===== src/rtl/fir_out_stage.sv =====
// FIR post-processing: decimation, saturating shift gain, FWFT output FIFO.
// Sticky overflow/saturation flags; consumer drains via valid/ready.
module fir_out_stage #(
    parameter int DEPTH = 8,
    parameter int LW    = $clog2(DEPTH) + 1
) (
    input  logic          clk2,
    input  logic          rstn,
    input  logic          valid_in,
    input  logic [15:0]   din,
    input  logic [5:0]    decim,
    input  logic [2:0]    shift,
    input  logic          clr_flags,
    input  logic          m_ready,
    output logic          m_valid,
    output logic [15:0]   m_data,
    output logic [LW-1:0] level,
    output logic          overflow,
    output logic          sat
);
    localparam int AW = $clog2(DEPTH);

    logic [5:0]    dcnt_q, dcnt_d;
    logic          s_valid_q, s_valid_d;
    logic [15:0]   s_data_q, s_data_d;
    logic [AW-1:0] wptr_q, wptr_d;
    logic [AW-1:0] rptr_q, rptr_d;
    logic [LW-1:0] count_q, count_d;
    logic          ovf_q, ovf_d;
    logic          sat_q, sat_d;
    logic [15:0]   mem_q [DEPTH];

    logic               keep;
    logic [6:0]         dinc;
    logic [6:0]         dmax;
    logic signed [22:0] y;
    logic [15:0]        yclip;
    logic               clip;
    logic               rd;
    logic               wr;

    always_comb begin
        keep = valid_in && (dcnt_q == 6'd0);
        dinc = {1'b0, dcnt_q} + 7'd1;
        dmax = (decim == 6'd0) ? 7'd1 : {1'b0, decim};
        dcnt_d = dcnt_q;
        if (valid_in) begin
            dcnt_d = (dinc >= dmax) ? 6'd0 : dinc[5:0];
        end
    end

    // 23 bits holds any 16-bit value shifted by up to 7.
    always_comb begin
        y = $signed({{7{din[15]}}, din}) <<< shift;
        clip = 1'b0;
        yclip = y[15:0];
        if (y > 23'sd32767) begin
            yclip = 16'h7FFF;
            clip = 1'b1;
        end else if (y < -23'sd32768) begin
            yclip = 16'h8000;
            clip = 1'b1;
        end
    end

    always_comb begin
        s_valid_d = keep;
        s_data_d  = keep ? yclip : s_data_q;
        rd = (count_q != '0) && m_ready;
        wr = s_valid_q && ((count_q < LW'(DEPTH)) || rd);
        wptr_d = wr ? wptr_q + AW'(1) : wptr_q;
        rptr_d = rd ? rptr_q + AW'(1) : rptr_q;
        count_d = count_q;
        if (wr && !rd) begin
            count_d = count_q + LW'(1);
        end else if (rd && !wr) begin
            count_d = count_q - LW'(1);
        end
        // A set in the same cycle as a clear takes priority.
        ovf_d = (s_valid_q && !wr) || (ovf_q && !clr_flags);
        sat_d = (keep && clip) || (sat_q && !clr_flags);
    end

    always_ff @(posedge clk2 or negedge rstn) begin
        if (!rstn) begin
            dcnt_q    <= '0;
            s_valid_q <= 1'b0;
            s_data_q  <= '0;
            wptr_q    <= '0;
            rptr_q    <= '0;
            count_q   <= '0;
            ovf_q     <= 1'b0;
            sat_q     <= 1'b0;
        end else begin
            dcnt_q    <= dcnt_d;
            s_valid_q <= s_valid_d;
            s_data_q  <= s_data_d;
            wptr_q    <= wptr_d;
            rptr_q    <= rptr_d;
            count_q   <= count_d;
            ovf_q     <= ovf_d;
            sat_q     <= sat_d;
        end
    end

    always_ff @(posedge clk2) begin
        if (wr) begin
            mem_q[wptr_q] <= s_data_q;
        end
    end

    // Gate the head so stale storage never shows while empty.
    assign m_valid  = (count_q != '0);
    assign m_data   = m_valid ? mem_q[rptr_q] : 16'h0000;
    assign level    = count_q;
    assign overflow = ovf_q;
    assign sat      = sat_q;
endmodule


===== config.mk =====
export PLATFORM = sky130hd
export DESIGN_NAME = fir_out_stage
export DESIGN_NICKNAME = d
export VERILOG_FILES = /design/src/rtl/fir_out_stage.sv
export SDC_FILE = /design/constraint.sdc
export NUM_CORES = 1
export LEC_CHECK = 0
export ABC_AREA = 1
export CORE_MARGIN = 3
export CORE_UTILIZATION = 40
export DETAILED_ROUTE_END_ITERATION = 12
export PLACE_DENSITY = 0.69
export SLEW_MARGIN = 20
export SYNTH_ARGS = -nofsm -noshare
export SYNTH_HDL_FRONTEND = slang
export SYNTH_SLANG_ARGS = --single-unit

===== constraint.sdc =====
create_clock -name clk2 -period 2.2 [get_ports clk2]
set_input_delay 0.44 -clock clk2 [delete_from_list [all_inputs] [get_ports clk2]]
set_output_delay 0.44 -clock clk2 [all_outputs]
set_load 0.02 [all_outputs]

==> impl_metrics.csv <==
group,metric,value,unit
worst_setup_path,setup.worst_path.start,"rptr_q[0]",
clock_tree,cts_tree,"done",
final_layout,drive_gt1_share,18.9,%
routing,post_drt_via_cell_ratio,5.11,
synth,synth_cell_types,33,
floorplanning,ioPinCount,53,
clock_tree,cts_max_level,4,
sta,min_period,2300,ps
place,dp_slack,-466,ps
flow_run,cap_viol_max_count,0,
synth,synth_nets,835,
global_route,grt_usage,16.9,%
sta,relSlewSlack,48.2,%
synth,synth_top_cell_by_area,"edfxtp_1",
global_route,grt_pass1_vias,5615,
routing,wl_per_cell,14.7,µm
floorplanning,floorplan.initialDensity,41.7,%
clock_tree,cts_sinks,163,
global_route,grt_max_degree,36,
routing,drt_wl_total,16900,µm
final_layout,n_antenna_cell,0,
floorplanning,core_area,0.0183,mm²
synth,syn_avg_cell_area,9.66,µm²
sta,tns,-767,ps
clock_tree,clk_pin_slew_worst_paths,60,ps
synth,yosys_register_bits,163,
routing,dr_total_vias,5875,
place,place.gp.congestion,0.820,
floorplanning,die_area,0.0208,mm²
worst_setup_path,required,1760,ps
synth,syn-cell-area,0.00764,mm²
run_status,violations,"negative setup slack",
floorplanning,die-width,144,µm
synth,seq_area_frac_synth,61.8,%
worst_setup_path,path_max_fanout,28,
worst_setup_path,cp.arrival,1860,ps
clock_tree,clkLatencyLatePin,430,ps
synth,synthDominantCellAreaShare,50.3,%
place,hpwlAfterDp,11100,µm
final_layout,syn_to_final_growth,28.0,%
synth,yosys_warnings,0,
synth,yosys-top-cells-area,"edfxtp_1 50%, dfrtp_1 11%, nand2_1 10%",
worst_setup_path,r2r_cells,15,
clock_tree,clockBufferDepth,2,
worst_setup_path,start_kind,"flip-flop",
worst_setup_path,end_kind,"output port",
power,leakage,4.00,nW
global_route,grt-ovfl-total,0,
final_layout,multi_input_area,0.00266,mm²
worst_setup_path,critPathKind,"flip-flop to output port",
worst_hold_path,hold_class,"input port to asynchronous set/reset pin",
sta,hold_slack,91.4,ps
sta,max_freq,436,MHz
final_layout,regArea,0.00473,mm²
final_layout,finalNonFillerCells,1150,
sta,finalSetupViolations,17,
sta,fin_ws,-95.7,ps
worst_setup_path,critPathCapture,"m_data[4]",
power,peakVddDrop,0.717,mV
clock_tree,cts_root_buffer,"clkbuf_16",
floorplanning,num_rows,49,
synth,netlist_instances,791,
sta,rsz0062_at_grt,"yes",
power,power.total,12.6,mW
routing,drtPass1Iterations,5,
routing,drt_iter0_markers,480,
sta,hold_viol,0,
sta,tightest_slew,777,ps
routing,antenna_left,0,
power,p_per_area,1290,mW/mm²
final_layout,n_fill_cell,1582,
sta,period_share,104,%
place,dp_cells,1109,
worst_setup_path,reg2reg_from,"level[3]",
clock_tree,hold_buffers,0,
global_route,antenna_found_initial,0,
clock_tree,cts_buffers,17,
place,portBuffers,52,
floorplanning,die_height,144,µm
global_route,grt_pass1_wl,27700,µm
run_status,status,"finished with violations",
routing,drc,0,
sta,clock_skew,10.6,ps
worst_setup_path,r2r-end,"level[3]",
final_layout,fin_nets,952,
worst_setup_path,r2r_slack,-30,ps
sta,report.final.slew_viol_count,0,
[worst max-delay path: stages, from the launching register on]
cell	delay (ps)
dfrtp_2	460
buf_12	180
buf_4	140
nor2_1	120
o22ai_1	100
o21ai_0	190
a31oi_1	60
buf_2	170
[cells in the final DEF, fill, tap and decap left out, drive strengths merged]
master and n:
a32o 1, o21ai 97, clkbuf 24, a21oi 5, xor2 8, or2 1, o22ai 19, xnor2 2
a31o 1, nor2 130, ha 13, a31oi 16, edfxtp 128, clkdlybuf4s50 33, fa 1, nor3 1
nand2 205, dfrtp 35, buf 100, dlymetal6s2s 1, nand4 3, bufinv 1, nand3 40, inv 47
nor4 2, a21o 1, clkinv 6
[repair_timing]
action,CTS,global route
gates resized for setup,127,34
setup buffers,4,1
pin swaps,13,9
setup endpoints to repair,25,41
cloned,2,2
[synthesized netlist by cell type (all sizes together)]
library cell,n
inv,42
o22ai,19
a32o,1
a31o,1
dfrtp,35
nor2,130
nand4,3
xor2,8
ha,13
nand2,205
xnor2,2
a21o,1
buf,13
clkbuf,26
edfxtp,128
o21ai,97
nand3,39
a21oi,5
clkinv,2
or2,1
fa,1
nor3,1
a31oi,16
nor4,2
[cell families (layout without fill, tap and decap cells)]
logic type      Yosys count  after routing  synth area share (%)
compound gates          140            140                  10.0
xor+xnor                 10             10                  1.15
fa+ha+maj                14             14                  2.39
buf+inv                  83            212                  4.86
flops                   163            163                  61.8
simple gates            381            382                  19.8
[where the power goes]
group / switching, mW / leakage, nW / internal (mW)
clock network: 1.15 / 0.291 / 1.69
logic: 2.90 / 2.12 / 2.25
registers: 0.551 / 1.59 / 4.10
[metrics by stage]
| step | cell area (µm²) | util, % |
|---|---|---|
| floorplan | 7660 | - |
| global placement | 8980 | 49.0 |
| detailed placement | 8980 | 49.0 |
| CTS | 9660 | 52.7 |
| global route | 9780 | 53.4 |
| finish | 9780 | 53.4 |
[registers in the layout (all words and copies together) (netlist names)]
name	cells
mem_q	128
s_data_q	16
dcnt_q	6
level	4
rptr_q	3
wptr_q	3
overflow	1
s_valid_q	1
sat	1
[cell type report]
cell class,count,share of cell area (%)
tap,229,2.93
clock buffer,22,4.96
sequential,163,48.3
timing repair buffer,136,13.8
inverter,44,1.84
clock inverter,10,0.972
multi-input combinational,546,27.2
[per-layer routing]
metal	up-vias	share of wire [%]	global-route usage (%)
met3	13	4.3	3.34
li1	2936	-	-
met4	0	0.90	4.96
met1	2784	45	22.2
met2	142	50	28.5
met5	-	0	0
[how the worst min path moves through the flow]
stage | end | start | cells past startpoint
global route | level[2] | rstn | 1
global placement | sat | sat | 2
finish | rptr_q[2] | rstn | 1
floorplan | dcnt_q[0] | rstn | 0
detailed placement | sat | sat | 2
CTS | rptr_q[2] | rstn | 1
(Power assumes the default switching activity.)
